--- src/rtl/arb_pkg.sv ---
// Shared types and helpers for the round-robin arbiter slice.
package arb_pkg;

  localparam int NUM_REQ = 4;
  localparam int IDX_W   = 2;

  typedef enum logic {
    IDLE  = 1'b0,
    GRANT = 1'b1
  } state_t;

  typedef struct packed {
    logic             found;
    logic [IDX_W-1:0] idx;
  } rr_pick_t;

  // Scans cyclically starting just after 'last'; with exclude set, 'last' itself
  // can never win even if it is still requesting.
  function automatic rr_pick_t next_rr(input logic [NUM_REQ-1:0] req,
                                       input logic [IDX_W-1:0]   last,
                                       input logic               exclude);
    rr_pick_t         pick;
    logic [IDX_W-1:0] cand;
    pick = '0;
    for (int k = 1; k <= NUM_REQ; k++) begin
      cand = last + IDX_W'(k);
      if (!pick.found && req[cand] && !(exclude && (cand == last))) begin
        pick.found = 1'b1;
        pick.idx   = cand;
      end
    end
    return pick;
  endfunction

endpackage

--- src/rtl/decoder2to4.sv ---
// Enabled 2-to-4 one-hot decoder; all outputs low when en is low.
module decoder2to4 (
  input  logic       en,
  input  logic [1:0] sel,
  output logic [3:0] y
);

  always_comb begin
    y = 4'b0000;
    if (en) begin
      y[sel] = 1'b1;
    end
  end

endmodule

--- src/rtl/rr_arbiter4.sv ---
// Four-requester round-robin arbiter with grant hold, saturating hold counter
// and timeout preemption when another master is waiting.
module rr_arbiter4
  import arb_pkg::*;
#(
  parameter  int MAX_HOLD = 8,
  localparam int CNT_W    = (MAX_HOLD > 0) ? $clog2(MAX_HOLD + 1) : 1
) (
  input  logic               clk,
  input  logic               rst,
  input  logic [NUM_REQ-1:0] req,
  output logic [NUM_REQ-1:0] gnt,
  output logic [IDX_W-1:0]   gnt_idx,
  output logic               gnt_valid,
  output logic               preempt,
  output logic [CNT_W-1:0]   hold_cnt
);

  localparam logic [CNT_W-1:0] HOLD_SAT =
    (MAX_HOLD > 0) ? CNT_W'(MAX_HOLD - 1) : {CNT_W{1'b1}};

  state_t           state_q, state_d;
  logic [IDX_W-1:0] last_q, last_d;
  logic [IDX_W-1:0] idx_d;
  logic             valid_d;
  logic             pre_d;
  logic [CNT_W-1:0] hold_d;
  rr_pick_t         pick_any;
  rr_pick_t         pick_other;
  logic             timeout;

  assign timeout = (MAX_HOLD > 0) && (hold_cnt == HOLD_SAT);

  // pick_other doubles as the "someone else is waiting" flag while granted,
  // since last_q always equals the owner in GRANT.
  always_comb begin
    state_d    = state_q;
    last_d     = last_q;
    idx_d      = gnt_idx;
    valid_d    = gnt_valid;
    pre_d      = 1'b0;
    hold_d     = hold_cnt;
    pick_any   = next_rr(req, last_q, 1'b0);
    pick_other = next_rr(req, last_q, 1'b1);

    case (state_q)
      IDLE: begin
        if (pick_any.found) begin
          state_d = GRANT;
          idx_d   = pick_any.idx;
          last_d  = pick_any.idx;
          valid_d = 1'b1;
          hold_d  = '0;
        end
      end
      GRANT: begin
        if (!req[gnt_idx]) begin
          if (pick_any.found) begin
            idx_d  = pick_any.idx;
            last_d = pick_any.idx;
            hold_d = '0;
          end else begin
            state_d = IDLE;
            valid_d = 1'b0;
            hold_d  = '0;
          end
        end else if (timeout && pick_other.found) begin
          idx_d  = pick_other.idx;
          last_d = pick_other.idx;
          hold_d = '0;
          pre_d  = 1'b1;
        end else if (hold_cnt != HOLD_SAT) begin
          hold_d = hold_cnt + CNT_W'(1);
        end
      end
      default: begin
        state_d = IDLE;
        valid_d = 1'b0;
      end
    endcase
  end

  always_ff @(posedge clk) begin
    if (rst) begin
      state_q   <= IDLE;
      last_q    <= IDX_W'(NUM_REQ - 1);
      gnt_idx   <= '0;
      gnt_valid <= 1'b0;
      preempt   <= 1'b0;
      hold_cnt  <= '0;
    end else begin
      state_q   <= state_d;
      last_q    <= last_d;
      gnt_idx   <= idx_d;
      gnt_valid <= valid_d;
      preempt   <= pre_d;
      hold_cnt  <= hold_d;
    end
  end

  decoder2to4 u_dec (
    .en  (gnt_valid),
    .sel (gnt_idx),
    .y   (gnt)
  );

endmodule

--- config.mk ---
export PLATFORM = sky130hd
export DESIGN_NAME = rr_arbiter4
export DESIGN_NICKNAME = d
export VERILOG_FILES = /design/src/rtl/arb_pkg.sv /design/src/rtl/decoder2to4.sv /design/src/rtl/rr_arbiter4.sv
export SDC_FILE = /design/constraint.sdc
export NUM_CORES = 1
export LEC_CHECK = 0
export CAP_MARGIN = 20
export CORE_ASPECT_RATIO = 1.25
export CORE_UTILIZATION = 50
export DETAILED_ROUTE_END_ITERATION = 16
export PLACE_DENSITY = 0.79
export SLEW_MARGIN = 20
export SYNTH_ARGS = -nofsm -noshare
export SYNTH_HDL_FRONTEND = slang
export SYNTH_SLANG_ARGS = --single-unit
--- constraint.sdc ---
create_clock -name clk -period 3.95 [get_ports clk]
set_input_delay 0.5925 -clock clk [delete_from_list [all_inputs] [get_ports clk]]
set_output_delay 0.5925 -clock clk [all_outputs]
set_load 0.03 [all_outputs]
==> summary.md <==
| Metric | Value |
|---|---|
| Outcome | finished clean |
| DRT iter0 DRCs | 20 |
| Layout net count | roughly 120 |
| Total CTS buffers | 3 |
| #FFs+latches synth | 11 |
| WS Path Type | in2reg |
| Setup violators final | 0 |
| PortBufs | 17 |
| Skew-Pair Late Insertion Delay | between 0.2 and 0.3 ns |
| Hold buffers post-CTS | 0 |
| IO Count | 18 |
| Fin crit period | ~2.5 ns |
| Internal | ~210 µW |
| Per-cell routed wire length | between 10 and 15 µm |
| PD cells | around 330 nW/µm² |
| Fmax | between 300 and 400 MHz |
| Largest net degree at the start of global routing | 16 |
| Most frequent cell after synthesis | dfxtp_1 |
| Final Cycle Share | 0.638 |
| Final Max Tran Viols | 0 |
| Met1 usage | 0.266 |
| Initial Util | 0.527 |
| Buffer depth of the longest clock path | 2 |
| Drt drc | 0 |
| Worst relative slew slack | 0.539 |
| Required time of the critical path | 4.12 ns |
| Overall Power | approximately 320 µW |
| Fraction of layout cells with a size suffix above 1 | 0.0727 |
| RSZ-0062 raised after global routing | false |
| Static leakage | ~0.00036 µW |
| Vias in the first global route | a little over 600 |
| Min-delay worst type | reg2reg |
| Initial antenna violation count | 0 |
| Core footprint | roughly 1600 µm² |
| Comb power frac | 0.328 |
| Avg Vias per Cell | about 5.9 |
| Fill cell count | 140 |
| Part of the power in registers | 0.438 |
| Post-DP HPWL | roughly 1300 µm |
| Post-synthesis sequential area ratio | 0.267 |
| CP startpoint kind | input pin |
| Dominant cells by area after synthesis | dfxtp_1 27%, mux4_2 5.5%, a21oi_1 4.9%, nand2_1 4.1%, nand3b_1 3.6% |
| Clock sinks | 11 |
| First-pass GRT wire length | 2600 µm |
| Die ar. | around 1800 µm² |
| Crit path DAT | roughly 2.7 ns |
| GRT busiest layer | met2 |
| Avg Cell Area, Syn | about 8 µm² |
| R2r setup slk | approximately 1.9 ns |
| Die width | roughly 38 µm |
| Post-synth top area cell | dfxtp_1 |
| Syn Inst Count | 100 |
| P_sw | around 110 µW |
| Power share of the clock group | 0.234 |
| Mapped Nets | approximately 110 |
| CTS tree | done |
| Die height | around 47 µm |
| Met2 Use GR | 0.336 |
| # H-tree levels | 1 |
| Top cells by count, synth | 11 x dfxtp_1, 9 x nand2_1, 8 x a21oi_1, 7 x nor2_1, 5 x buf_2 |
| Root Buffer | clkbuf_4 |
| Site Rows | 16 |
| Post-synth top area share | 0.267 |
| Clock Skews | around 0.00098 ns |
| Peak VDD IR | approximately 250 µV |
| Total vias in the final route | about 760 |
| Area Overhead vs Synth | 19.3% |
| Count of yosys warnings during synthesis | 0 |
| Maxcap violations | 0 |
| Final WL | approximately 1700 µm |
| # Post-CTS Setup Buffers | 0 |
| Clk slew on worst S/H paths | 0.07 ns |
| Crit. End Element | flip-flop |
| Met3 Use GR | 0.0142 |
| Distinct cell type count after synthesis | between 40 and 50 |
| Post-DRT Antenna Nets | 0 |
| Routability congestion estimate | 0.802 |
| Worst Path Max Fanout | 15 |
| Congestion Overflow GR | 0 |
| CTS resizes | 0 |
| Cell Area, Synth | slightly above 800 µm² |
| Least-Margin Pin Slew | between 0.6 and 0.7 ns |
| Diode count | 0 |
| Setup TNS Final | 0 ns |
| GRT Total Usage | 0.199 |
| Post-synth ARST share | 0 |
| Number of flops mapped to enable cells by yosys | 0 |
| Worst Hold Depth | 2 |
| Pre-antenna DRT Iters | 4 |
| Synth Flop Type | dfxtp_1 |
| R2R cell count | 5 |
| Switching Share | 0.347 |
| Final hold vios | 0 |
-- per-layer routing --
metal	wire length, µm	up-vias
li1	-	394
met1	804	345
met2	863	19
met3	66	0
met4	0	0
met5	0	-
-- placed cells by master, fill, tap and decap left out, drive strengths merged, types with 2 or more instances in the layout --
cell / n
mux4: 2
dfxtp: 11
a211oi: 2
nand2b: 2
a21oi: 8
o21ai: 4
nand2: 9
a31oi: 2
nor2: 7
nor3b: 2
and3b: 2
o31ai: 2
clkbuf: 4
nor4: 3
o2bb2ai: 3
mux2: 2
mux2i: 2
nand3b: 4
clkdlybuf4s50: 17
-- layout make-up --
| class | instances | area (µm²) | area share |
|---|---|---|---|
| repair buffers | 17 | 170 | 0.173 |
| inverters | 1 | 3.75 | 0.00382 |
| flip-flops and latches | 11 | 220 | 0.224 |
| multi-input cells | 77 | 539 | 0.549 |
| well taps | 18 | 22.5 | 0.0229 |
| clock buffers | 4 | 26.3 | 0.0268 |
-- through the flow --
step | instances | cell area [µm²] | setup slack (ns) | hold slack [ns] | util
after floorplan | 100 | 823 | 1.84 | 0.538 | -
after global placement | 124 | 950 | 1.25 | 0.482 | 0.608
after detailed placement | 124 | 950 | 1.16 | 0.488 | 0.608
after CTS | 128 | 976 | 1.45 | 0.499 | 0.625
after global routing | 128 | 982 | 1.32 | 0.532 | 0.629
final | 128 | 982 | 1.43 | 0.500 | 0.629
-- logic make-up (layout without fill, tap and decap cells) --
kind of cell               count (synthesis)  count (layout)  synth area share
and+or+nand+nor                           41              41             0.292
AOI/OAI and AO/OA                         29              29             0.234
buffers and inverters                     12              22            0.0851
DFF                                       11              11             0.267
muxes                                      6               6             0.106
adders and majority gates                  1               1            0.0152
-- path summary, 6_finish.rpt --
path,from,endpoint
hold / removal,hold_cnt[1],hold_cnt[1]
hold reg to reg,hold_cnt[1],hold_cnt[1]
setup / recovery,req[3],gnt_idx[0]
setup reg to reg,last_q[1],gnt_idx[0]
-- power groups by stage --
stage / sequential (µW) / combinational (µW) / clock [µW]
after floorplan: 139 / 86.2 / 0
after global placement: 143 / 104 / 0
after detailed placement: 144 / 105 / 0
after CTS: 142 / 106 / 78.3
after global routing: 145 / 116 / 83.2
final: 142 / 106 / 75.6
-- state kept, by name (all words and copies together) (netlist names) --
signal and flops:
hold_cnt 4, gnt_idx 2, last_q 2, gnt_valid 1
preempt 1, state_q 1
-- worst max-delay path, stage by stage --
cell and delay (ns):
clkdlybuf4s50_1 0.74, mux2_1 0.20, nor4b_1 0.05, or3_1 0.48, or4b_1 0.53, o311ai_1 0.09
No activity file was read; power rests on OpenSTA's default activity.
